[config.mk]
export PLATFORM = sky130hd
export DESIGN_NAME = rr_grant_sched
export DESIGN_NICKNAME = d
export VERILOG_FILES = /design/src/rtl/rr_pkg.sv /design/src/rtl/rr_grant_sched_prio_enc16.sv /design/src/rtl/rr_grant_sched.sv
export SDC_FILE = /design/constraint.sdc
export NUM_CORES = 1
export LEC_CHECK = 0
export ABC_CLOCK_PERIOD_IN_PS = 5800
export CORE_ASPECT_RATIO = 1.25
export CORE_MARGIN = 4
export CORE_UTILIZATION = 52
export CTS_CLUSTER_SIZE = 28
export DETAILED_ROUTE_END_ITERATION = 6
export MAX_ROUTING_LAYER = met4
export PLACE_DENSITY = 0.93
export SETUP_SLACK_MARGIN = 0.05
export SYNTH_ARGS = -nofsm -noshare
export SYNTH_HDL_FRONTEND = slang
export SYNTH_HIERARCHICAL = 1
export SYNTH_SLANG_ARGS = --single-unit
[constraint.sdc]
create_clock -name clk -period 5.8 [get_ports clk]
set_input_delay 1.16 -clock clk [delete_from_list [all_inputs] [get_ports clk]]
set_output_delay 1.16 -clock clk [all_outputs]
set_load 0.02 [all_outputs]
[src/rtl/rr_pkg.sv]
`default_nettype none
// ============================================================================
//  Module   : rr_pkg
//  Purpose  : Shared types and constants for the round-robin grant scheduler.
//             Holds the FSM state enum, requester count, index width, the
//             "no request" index value and a one-hot helper.
//  Revision : 1.0  initial release
// ============================================================================
package rr_pkg;

  localparam int N_REQ = 16;
  localparam int IDX_W = 4;

  // Index driven whenever no grant is active.
  localparam logic [IDX_W-1:0] IDX_NONE = 4'd0;

  typedef enum logic [0:0] {
    ST_IDLE  = 1'b0,
    ST_GRANT = 1'b1
  } state_e;

  function automatic logic [N_REQ-1:0] idx_to_onehot(input logic [IDX_W-1:0] idx);
    return N_REQ'(1) << idx;
  endfunction

endpackage
`default_nettype wire

[src/rtl/rr_grant_sched_prio_enc16.sv]
`default_nettype none
// ============================================================================
//  Module   : prio_enc16
//  Purpose  : Combinational highest-set-bit encoder over 16 lines.
//  Ports    : in_i  [15:0] candidate vector
//             idx_o [3:0]  index of the highest set bit (0 when none)
//             any_o        at least one bit of in_i is set
//  Revision : 1.0  initial release
// ============================================================================
module prio_enc16
  import rr_pkg::*;
(
  input  logic [N_REQ-1:0] in_i,
  output logic [IDX_W-1:0] idx_o,
  output logic             any_o
);

  // Ascending scan: later (higher) set bits overwrite earlier ones, so the
  // highest set bit wins.
  always_comb begin
    idx_o = IDX_NONE;
    for (int i = 0; i < N_REQ; i++) begin
      if (in_i[i]) begin
        idx_o = IDX_W'(i);
      end
    end
  end

  assign any_o = |in_i;

endmodule
`default_nettype wire

[src/rtl/rr_grant_sched.sv]
`default_nettype none
// ============================================================================
//  Module   : rr_grant_sched
//  Purpose  : 16-requester round-robin arbiter. Masks the request vector,
//             ranks the last winner lowest, picks one owner with a
//             highest-bit-wins encoder and holds the grant until the owner
//             releases or a hold watchdog forces a revoke.
//  Ports    : clk           rising-edge clock
//             rst           synchronous reset, active-high
//             req_i  [15:0] level-sensitive request lines
//             mask_i [15:0] per-requester enable, 1 = may be granted
//             release_i     owner done (only looked at while a grant is held)
//             grant_o [15:0] registered one-hot grant
//             grant_idx_o [3:0] registered binary owner index
//             grant_valid_o registered "grant active"
//             timeout_o     one-cycle pulse on forced revoke
//  Revision : 1.0  initial release
// ============================================================================
module rr_grant_sched
  import rr_pkg::*;
#(
  parameter int MAX_HOLD = 200   // legal range 2..255
) (
  input  logic             clk,
  input  logic             rst,
  input  logic [N_REQ-1:0] req_i,
  input  logic [N_REQ-1:0] mask_i,
  input  logic             release_i,
  output logic [N_REQ-1:0] grant_o,
  output logic [IDX_W-1:0] grant_idx_o,
  output logic             grant_valid_o,
  output logic             timeout_o
);

  localparam logic [7:0] HOLD_LAST = 8'(MAX_HOLD - 1);

  state_e           state_q;
  logic [IDX_W-1:0] ptr_q;
  logic [7:0]       hold_cnt_q;
  logic [7:0]       hold_cnt_d;
  logic [N_REQ-1:0] grant_q;
  logic [IDX_W-1:0] grant_idx_q;
  logic             grant_valid_q;
  logic             timeout_q;

  logic [N_REQ-1:0] elig;
  logic [N_REQ-1:0] below_ptr;
  logic [N_REQ-1:0] low;
  logic [IDX_W-1:0] low_idx;
  logic             low_any;
  logic [IDX_W-1:0] elig_idx;
  logic             elig_any;
  logic [IDX_W-1:0] winner_d;

  assign elig      = req_i & mask_i;
  // Bits strictly below the last winner; empty when ptr is 0.
  assign below_ptr = (N_REQ'(1) << ptr_q) - N_REQ'(1);
  assign low       = elig & below_ptr;

  prio_enc16 u_enc_low (
    .in_i  (low),
    .idx_o (low_idx),
    .any_o (low_any)
  );

  prio_enc16 u_enc_elig (
    .in_i  (elig),
    .idx_o (elig_idx),
    .any_o (elig_any)
  );

  // Prefer the highest requester below the last winner; otherwise wrap to
  // the highest requester overall, which leaves the last winner ranked last.
  assign winner_d   = low_any ? low_idx : elig_idx;
  assign hold_cnt_d = hold_cnt_q + 8'd1;

  always_ff @(posedge clk) begin
    if (rst) begin
      state_q       <= ST_IDLE;
      ptr_q         <= IDX_NONE;
      hold_cnt_q    <= 8'd0;
      grant_q       <= '0;
      grant_idx_q   <= IDX_NONE;
      grant_valid_q <= 1'b0;
      timeout_q     <= 1'b0;
    end else begin
      timeout_q <= 1'b0;
      case (state_q)
        ST_IDLE: begin
          if (elig_any) begin
            state_q       <= ST_GRANT;
            grant_q       <= idx_to_onehot(winner_d);
            grant_idx_q   <= winner_d;
            grant_valid_q <= 1'b1;
            hold_cnt_q    <= 8'd0;
          end
        end
        ST_GRANT: begin
          // Release takes priority over watchdog expiry in the same cycle.
          if (release_i || (hold_cnt_q == HOLD_LAST)) begin
            state_q       <= ST_IDLE;
            ptr_q         <= grant_idx_q;
            grant_q       <= '0;
            grant_idx_q   <= IDX_NONE;
            grant_valid_q <= 1'b0;
            timeout_q     <= ~release_i;
          end
          hold_cnt_q <= hold_cnt_d;
        end
        default: begin
          state_q       <= ST_IDLE;
          grant_q       <= '0;
          grant_idx_q   <= IDX_NONE;
          grant_valid_q <= 1'b0;
        end
      endcase
    end
  end

  assign grant_o       = grant_q;
  assign grant_idx_o   = grant_idx_q;
  assign grant_valid_o = grant_valid_q;
  assign timeout_o     = timeout_q;

endmodule
`default_nettype wire

==> flow_metrics.tcl, run 1 <==
set metrics [dict create \
    path_max_fanout 17 \
    grt_use_total 0.222 \
    post-place-ws_ns 2.13 \
    start_kind "flop" \
    vias 2196 \
    synth_fa_ha_area_frac 0.0116 \
    ys_seq_area_frac 0.324 \
    synthTopCellsByCount "35 x dfxtp_1, 27 x nor2_1, 21 x inv_1" \
    slew_violations 0 \
    cts_sinks 35 \
    die_h_um 80.1 \
    worstMarginPinSlew_ns 0.865 \
    clock_latency_ns 0.30 \
    initial_core_util 0.552 \
    via_per_inst 5.90 \
    synth.largest_area_cell "dfxtp_1" \
    crit_path_end_kind "flop" \
    clockRootBuffer "clkbuf_8" \
    grt_pass1_wl_mm 8.94 \
    dr.first_iter.drc_count 141 \
    fin_nets 354 \
    setup_viol_count_final 0 \
    hold_class "flop to flop" \
    min_period_ns 3.56 \
    dieArea_um2 5250 \
    grt_max_degree 23 \
    yosysTopAreaCellShare 0.324 \
    cp.arrival_ns 3.75 \
    netlist_instances 267 \
    rows 25 \
    fmax_mhz 281 \
    hold_buffers 0 \
    skew_ns 0.00589 \
    syn_to_final_growth_pct 31.1 \
    cts-resized-gates 0 \
    ir_drop_uv 99.9 \
    antenna_found_initial 0 \
    p_leak_nw 0.997 \
    async_reset_ff_frac 0 \
    synthMuxAreaShare 0.0469 \
    num_io_pins 57 \
    drive_gt1_frac 0.0629 \
    grt_overflow_total 0 \
    synth_area_leaders "dfxtp_1 32%, o32ai_1 8.1%, and2_1 5.2%, nor2_1 4.7%, mux2i_1 4.2%" \
    cts_tree "built" \
    fp.dieW_um 65.6 \
    final_hold_viol_count 0 \
    worstPathRequired_ns 6.00 \
    cts.clk_slew.worst_paths_ns 0.07 \
    relSlewSlack 0.423 \
    synthFlopType "dfxtp_1" \
    totalWireLength_mm 5.50 \
    synth_compound_area_frac 0.210 \
    timing.final.crit_share 0.613 \
    first_global_vias 2085 \
    drc 0 \
    hpwl_mm 4.19 \
    dr.pass1.iters 4 \
    synth-simple-area-share 0.330 \
    synth_edf_count 0 \
    finalWorstSetupSlack_ns 2.24 \
    synth_top_family_by_area "simple AND/OR/NAND/NOR gates" \
    path_class "flop to flop" \
    cts_htree_levels 2 \
    post_drt_wl_per_cell_um 14.8 \
    p_per_area_nw_per_um2 223 \
    synth_most_common_cell "dfxtp_1" \
    avgSynthCellArea_um2 8.09 \
    yosysWarnings 6 \
    hold_depth 2 \
    reg2reg_depth 12 \
    antenna_cells 0 \
    drv_cap 0 \
    ant_nets 0 \
    fp.coreArea_um2 3910 \
    rsz0062_at_grt "no" \
    ys_seq_elements 35 \
    cts_setup_buffers 0 \
    cts_max_path_buffers 2 \
    outcome "finished clean" \
    gp_congestion 0.968 \
    cts_buffers 5 \
    yosysUniqueCellTypes 53 \
    io_buffer_count 56 \
    synth-xor-area-share 0.00406 \
    final.setup.tns_ns 0 \
    syn_area_um2 2160 \
]
## logic make-up after synthesis
group                      Yosys count
and+or+nand+nor                    124
AOI/OAI and AO/OA                   58
buffers and inverters               36
DFF                                 35
muxes                               10
adders and majority gates            2
other                                1
xor gates and xnor gates             1
## per-layer routing
layer | up-vias | track usage | share of wire
met4 | 0 | 0.127 | 0.039
li1 | 1078 | - | -
met3 | 23 | 0.0406 | 0.062
met2 | 84 | 0.404 | 0.52
met1 | 1011 | 0.218 | 0.38
met5 | - | - | 0
## sequential cells by signal, indices dropped and copies added, names as in the netlist
register	cells
grant_valid_o	1
grant_idx_o	4
state_q	1
ptr_q	4
timeout_o	1
hold_cnt_q	8
grant_o	16
## through the flow
| step | area (µm²) | util | instances | power [W] | hold WS, ns |
|---|---|---|---|---|---|
| 2_1_floorplan | 2170 | - | 269 | 0.000360 | 0.443 |
| 3_3_place_gp | 2720 | 0.695 | 364 | 0.000412 | 0.461 |
| 3_5_place_dp | 2720 | 0.695 | 364 | 0.000416 | 0.472 |
| 4_1_cts | 2830 | 0.724 | 372 | 0.000634 | 0.482 |
| 5_1_grt | 2830 | 0.724 | 372 | 0.000657 | 0.500 |
| 6_report | 2830 | 0.724 | 372 | 0.000632 | 0.478 |
## critical path, cell delays in order, from the launching register on
cell and delay [ns]:
dfxtp_1 0.48, nor2_1 0.27, nand3b_1 0.12, ha_1 0.31, and2_1 0.22, o211ai_1 0.21
a21boi_0 0.18, nor4_1 0.35, nand3_1 0.14, or2_1 0.33, mux2i_1 0.23, or3_4 0.45
o32ai_1 0.14
## power by group
group / internal (W) / switching, W / leakage, nW / total (W)
sequential: 0.000251 / 0.0000116 / 0.284 / 0.000263
clock: 0.000128 / 0.0000920 / 0.0581 / 0.000220
combinational: 0.0000735 / 0.0000763 / 0.655 / 0.000150
total: 0.000453 / 0.000180 / 0.997 / 0.000632
## worst paths after layout
check / startpoint / slack (ns) / endpoint
min reg2reg: grant_o[4] / 0.48 / grant_o[4]
max reg2reg: ptr_q[3] / 2.24 / grant_o[11]
min: grant_o[4] / 0.48 / grant_o[4]
max: ptr_q[3] / 2.24 / grant_o[11]
## area by class of cell
type | instances | area [µm²]
multi-input combinational | 198 | 1310
fill | 312 | 1080
sequential | 35 | 701
timing repair buffer | 56 | 561
inverter | 21 | 78.8
clock buffer | 5 | 68.8
tap | 54 | 67.6
clock inverter | 3 | 43.8
## placed cells by master (no fill, tap or decap), drive strengths merged, types with 4 or more instances in the layout
master,instances
or2,4
and2,18
nor4,4
a21oi,7
clkdlybuf4s50,56
nand4,4
inv,21
o32ai,20
mux2i,9
clkbuf,5
nand2,14
nand2b,7
nand3,13
nor2,27
nor2b,5
o31ai,4
dfxtp,35
nor3,8
No activity file was read; power rests on OpenSTA's default activity.
==> run 2: changes to the inputs <==
--- a/config.mk
+++ b/config.mk
@@ -5,14 +5,14 @@
 export SDC_FILE = /design/constraint.sdc
 export NUM_CORES = 1
 export LEC_CHECK = 0
-export ABC_CLOCK_PERIOD_IN_PS = 5800
+export ABC_CLOCK_PERIOD_IN_PS = 3000
 export CORE_ASPECT_RATIO = 1.25
 export CORE_MARGIN = 4
-export CORE_UTILIZATION = 52
+export CORE_UTILIZATION = 44
 export CTS_CLUSTER_SIZE = 28
 export DETAILED_ROUTE_END_ITERATION = 6
 export MAX_ROUTING_LAYER = met4
-export PLACE_DENSITY = 0.93
+export PLACE_DENSITY = 0.84
 export SETUP_SLACK_MARGIN = 0.05
 export SYNTH_ARGS = -nofsm -noshare
 export SYNTH_HDL_FRONTEND = slang
==> constraint.sdc (replaced) <==
create_clock -name clk -period 3 [get_ports clk]
set_input_delay 0.6 -clock clk [delete_from_list [all_inputs] [get_ports clk]]
set_output_delay 0.6 -clock clk [all_outputs]
set_load 0.02 [all_outputs]
==> run 2 against run 1 <==
Effect of this change: global-route usage decreased by 2.0 points; non-clock buffer count increased by 33; clock-buffer cell count increased by 1; die area increased by 16%; clock power increased by 40%.
==> flow_metrics.tcl, run 2 (synthesized netlist as in run 1, its figures left out) <==
set metrics [dict create \
    outcome "finished clean" \
    max_stage_delay_ns 0.40 \
    fp.coreArea_um2 4730 \
    num_io_pins 57 \
    hold_depth 1 \
    dieArea_um2 6100 \
    finalWorstSetupSlack_ns 0.125 \
    cts_buffers 5 \
    gp_congestion 0.878 \
    place_inst 399 \
    crit_path_end_kind "flop" \
    drive_gt1_frac 0.209 \
    reg2reg_depth 12 \
    min_to "hold_cnt_q[7]" \
    cts.clk_slew.worst_paths_ns 0.07 \
    first_global_vias 2283 \
    clockRootBuffer "clkbuf_8" \
    io_buffer_count 56 \
    p_per_area_nw_per_um2 374 \
    drc 0 \
    nFillCells 400 \
    final_common_cell "clkdlybuf4s50_1" \
    p_sw_frac 0.293 \
    antenna_cells 0 \
    ant_nets 0 \
    relSlewSlack 0.625 \
    hpwl_mm 4.59 \
    cp.arrival_ns 3.07 \
    cp_slowest_cell "or3_4" \
    drv_cap 0 \
    grt_overflow_total 0 \
    fin_nets 387 \
    crit_chain "nor2_4 -> nand2_1 -> ha_4 -> and2_4 -> o211ai_1 -> a21boi_2 -> nor4_2 -> nand3_1 -> or2_4 -> mux2_4 -> or3_4 -> o32ai_2" \
    cts_sinks 35 \
    seq_power_share 0.428 \
    grt_use_total 0.202 \
    grt_max_degree 23 \
    p_clk_frac 0.260 \
    antenna_found_initial 0 \
    skew_ns 0.00697 \
    hold_class "flop to flop" \
    r2r_setup_slack_ns 0.13 \
    cts_htree_levels 2 \
    grt_pass1_wl_mm 9.91 \
    largest_reg_flops 16 \
    timing.final.crit_share 0.958 \
    final.setup.tns_ns 0 \
    power_w 0.00118 \
    regArea_um2 704 \
    hold_buffers 0 \
    cts_max_path_buffers 2 \
    worstPathRequired_ns 3.20 \
    cts_tree "built" \
    totalWireLength_mm 5.89 \
    hold_start "hold_cnt_q[7]" \
    dr.pass1.iters 4 \
    die_h_um 86.3 \
    post-place-ws_ns -0.126 \
    mostFrequentLayoutCells "56 x clkdlybuf4s50_1, 33 x buf_4, 32 x dfxtp_1" \
    p_int_w 0.000835 \
    syn_to_final_growth_pct 46.4 \
    worstMarginPinSlew_ns 0.561 \
    comb_power_share 0.312 \
    min_period_ns 2.87 \
    stdcell_count 409 \
    post_drt_wl_per_cell_um 14.4 \
    ir_drop_uv 164 \
    fp.dieW_um 70.7 \
    setup_viol_count_final 0 \
    rsz0062_at_grt "yes" \
    start_kind "flop" \
    r2r_end "grant_o[12]" \
    clock_latency_ns 0.28 \
    fmax_mhz 348 \
    p_sw_w 0.000347 \
    via_per_inst 5.55 \
    slew_violations 0 \
    final_hold_viol_count 0 \
    multi_input_area_um2 1420 \
    rows 28 \
    path_class "flop to flop" \
    vias 2269 \
    path_max_fanout 5 \
    rr_startpoint "ptr_q[0]" \
    initial_core_util 0.457 \
    dr.first_iter.drc_count 159 \
    p_leak_nw 1.16 \
]
[run 2: changes by cell type in the layout (fill, tap and decap cells not counted), moves of 2 or more]
| cell | before | now |
|---|---|---|
| buf_4 | 0 | 33 |
| mux2i_2 | 0 | 4 |
| nor2_4 | 0 | 2 |
| a21boi_2 | 0 | 2 |
| dfxtp_2 | 0 | 3 |
| o32ai_1 | 20 | 16 |
| a21boi_0 | 2 | 0 |
| nor2_2 | 0 | 2 |
| o32ai_2 | 0 | 4 |
| mux2i_1 | 9 | 5 |
| nor2_1 | 27 | 23 |
| dfxtp_1 | 35 | 32 |
[run 2: worst max path at each step]
| stage | startpoint | end | slack, ns | depth (start not counted) |
|---|---|---|---|---|
| after CTS | ptr_q[2] | grant_o[12] | 0.07 | 12 |
| after global placement | ptr_q[3] | grant_o[3] | -0.02 | 12 |
| after global routing | ptr_q[3] | grant_o[12] | 0.02 | 12 |
| final | ptr_q[0] | grant_o[12] | 0.13 | 12 |
| after detailed placement | ptr_q[3] | grant_o[0] | -0.13 | 12 |
| after floorplan | ptr_q[0] | grant_o[10] | 0.08 | 15 |
[run 2: timing repair]
item	in CTS	in global routing
buffers inserted	2	2
pin swaps	3	13
setup endpoints to repair	18	18
resized for setup	9	19
[run 2: worst max-delay path: cells and delay by family, from the launching register on]
family	cells	cell delay (ns)
and+or+nand+nor	7	1.43
AOI/OAI and AO/OA	3	0.47
DFF	1	0.36
muxes	1	0.31
adders and majority gates	1	0.20
[run 2: power groups by stage]
stage | combinational (W) | clock (W) | sequential, W
after floorplan | 0.000169 | 0 | 0.000528
after global placement | 0.000325 | 0 | 0.000513
after detailed placement | 0.000332 | 0 | 0.000514
after CTS | 0.000343 | 0.000307 | 0.000504
after global routing | 0.000400 | 0.000329 | 0.000508
final | 0.000369 | 0.000308 | 0.000505
[run 2: layout make-up]
cell class,instances,area share
clock buffer,6,0.0230
timing repair buffer,89,0.256
tap,60,0.0237
inverter,21,0.0249
multi-input combinational,198,0.450
sequential,35,0.223
[run 2: through the flow]
stage | util | hold slack [ns] | cell area (µm²)
after floorplan | - | 0.443 | 2170
after global placement | 0.623 | 0.453 | 2950
after detailed placement | 0.623 | 0.463 | 2950
after CTS | 0.646 | 0.472 | 3050
after global routing | 0.669 | 0.493 | 3160
final | 0.669 | 0.469 | 3160
[run 2: layer usage]
layer / track usage / up-vias / wire length (µm)
met3: 0.0255 / 12 / 237
met2: 0.393 / 68 / 3230
li1: - / 1139 / -
met5: - / - / 0
met4: 0.0615 / 0 / 110
met1: 0.209 / 1050 / 2320
==> run 3: changes to the inputs <==
--- a/config.mk
+++ b/config.mk
@@ -7,7 +7,7 @@
 export LEC_CHECK = 0
 export ABC_CLOCK_PERIOD_IN_PS = 3000
 export CORE_ASPECT_RATIO = 1.25
-export CORE_MARGIN = 4
+export CORE_MARGIN = 1.5
 export CORE_UTILIZATION = 44
 export CTS_CLUSTER_SIZE = 28
 export DETAILED_ROUTE_END_ITERATION = 6
==> run 3 against run 2 <==
Effect of this change: non-clock buffer count down 6; clock power up 64%; combinational power down 7.0%; utilization down 0.77 points; critical path type unchanged; critical endpoint is now grant_o[8]; largest cell class unchanged; largest power group unchanged.
==> flow_metrics.tcl, run 3 (synthesized netlist as in run 1, its figures left out) <==
set metrics [dict create \
    outcome "finished clean" \
    power_w 0.00135 \
    dieArea_um2 5340 \
    min_period_ns 2.82 \
    cts_tree "built" \
    wl_met1_mm 2.17 \
    crit_chain "nor2_2 -> nand2_1 -> ha_2 -> and2_1 -> o211ai_1 -> a21boi_1 -> nor4_2 -> nand3_1 -> or2_4 -> mux2_2 -> or3_4 -> o32ai_1" \
    largest_reg_flops 16 \
    wl_met3_um 223 \
    clockRootBuffer "clkbuf_8" \
    reg2reg_depth 12 \
    fp.coreArea_um2 4730 \
    dr.first_iter.drc_count 232 \
    regArea_um2 703 \
    final_common_cell "clkdlybuf4s50_1" \
    stdcell_count 405 \
    rows 28 \
    final_hold_viol_count 0 \
    stdcell_area_um2 3130 \
    slew_violations 0 \
    dr.pass1.iters 4 \
    cts_htree_levels 2 \
    p_leak_nw 1.14 \
    nFillCells 388 \
    post_drt_wl_per_cell_um 13.8 \
    path_max_fanout 8 \
    start_kind "flop" \
    syn_to_final_growth_pct 44.7 \
    grt_use_total 0.222 \
    relSlewSlack 0.653 \
    antenna_cells 0 \
    num_io_pins 57 \
    ir_drop_uv 213 \
    cp.arrival_ns 3.00 \
    p_per_area_nw_per_um2 432 \
    cts_sinks 35 \
    skew_ns 0.0121 \
    worstPathRequired_ns 3.19 \
    clock_latency_ns 0.29 \
    io_buffer_count 56 \
    hold_class "flop to flop" \
    initial_core_util 0.457 \
    totalWireLength_mm 5.60 \
    routed-wl-met2_mm 3.06 \
    setup_viol_count_final 0 \
    worstMarginPinSlew_ns 0.519 \
    hpwl_mm 4.31 \
    die_h_um 81.3 \
    place_inst 395 \
    multi_input_area_um2 1370 \
    grt_max_degree 23 \
    hold_depth 2 \
    drive_gt1_frac 0.186 \
    crit_path_end_kind "flop" \
    vias 2278 \
    max_stage_delay_ns 0.36 \
    cp_slowest_cell "dfxtp_2" \
    timing.final.crit_share 0.939 \
    cts.clk_slew.worst_paths_ns 0.08 \
    cts_buffers 5 \
    cts_max_path_buffers 2 \
    via_per_inst 5.62 \
    fin_nets 381 \
    grt_overflow_total 0 \
    drv_cap 0 \
    first_global_vias 2116 \
    grt_pass1_wl_mm 9.03 \
    antenna_found_initial 0 \
    mostFrequentLayoutCells "56 x clkdlybuf4s50_1, 33 x dfxtp_1, 27 x buf_4" \
    gp_congestion 0.973 \
    fp.dieW_um 65.7 \
    fmax_mhz 355 \
    drc 0 \
    top_layer "met4" \
    placed_cell_area_um2 2920 \
    ant_nets 0 \
    path_class "flop to flop" \
]
## run 3: worst max-delay path, delay by kind of cell (launching register included)
family | cells | cell delay (ns)
flops | 1 | 0.36
compound gates | 3 | 0.47
simple gates | 7 | 1.37
mux | 1 | 0.29
fa+ha+maj | 1 | 0.21
## run 3: routing by layer
metal | vias up | track usage
met5 | - | -
met4 | 0 | 0.0938
met3 | 13 | 0.0305
met2 | 76 | 0.416
met1 | 1062 | 0.227
li1 | 1127 | -
## run 3: repair_timing
| item | 4_1_cts | 5_1_grt |
|---|---|---|
| hold buffers | 0 | 0 |
| pin swaps | 1 | 10 |
| endpoints found under the setup margin | 16 | 19 |
| gates resized for setup | 7 | 12 |
| cloned | 0 | 0 |
| setup buffers | 0 | 2 |
## run 3: final timing paths
path                            slack (ns)          to        from
worst min register to register        0.48  grant_o[3]  grant_o[3]
worst max-delay path                  0.18  grant_o[8]    ptr_q[0]
worst min-delay path                  0.48  grant_o[3]  grant_o[3]
worst max register to register        0.18  grant_o[8]    ptr_q[0]
## run 3: report_power, final
group	total (W)	switching [W]	leakage, nW	internal [W]
registers	0.000504	0.0000178	0.285	0.000486
clock network	0.000504	0.000172	0.0654	0.000332
logic	0.000343	0.000165	0.791	0.000178
## run 3: through the flow
| step | hold slack [ns] | setup TNS [ns] | utilization | worst slack (ns) |
|---|---|---|---|---|
| finish | 0.476 | 0 | 0.661 | 0.184 |
| global route | 0.501 | -0.000598 | 0.661 | -0.000598 |
| CTS | 0.476 | 0 | 0.649 | 0.0587 |
| detailed placement | 0.466 | -0.352 | 0.617 | -0.0606 |
| global placement | 0.457 | -0.0108 | 0.617 | -0.00584 |
| floorplan | 0.443 | 0 | - | 0.0779 |
## run 3: final cells by class
type / instances / share of cell area
clock inverters: 2 / 0.0192
well taps: 60 / 0.0240
inverters: 21 / 0.0252
multi-input cells: 198 / 0.439
clock buffers: 6 / 0.0232
repair buffers: 83 / 0.244
flip-flops and latches: 35 / 0.225
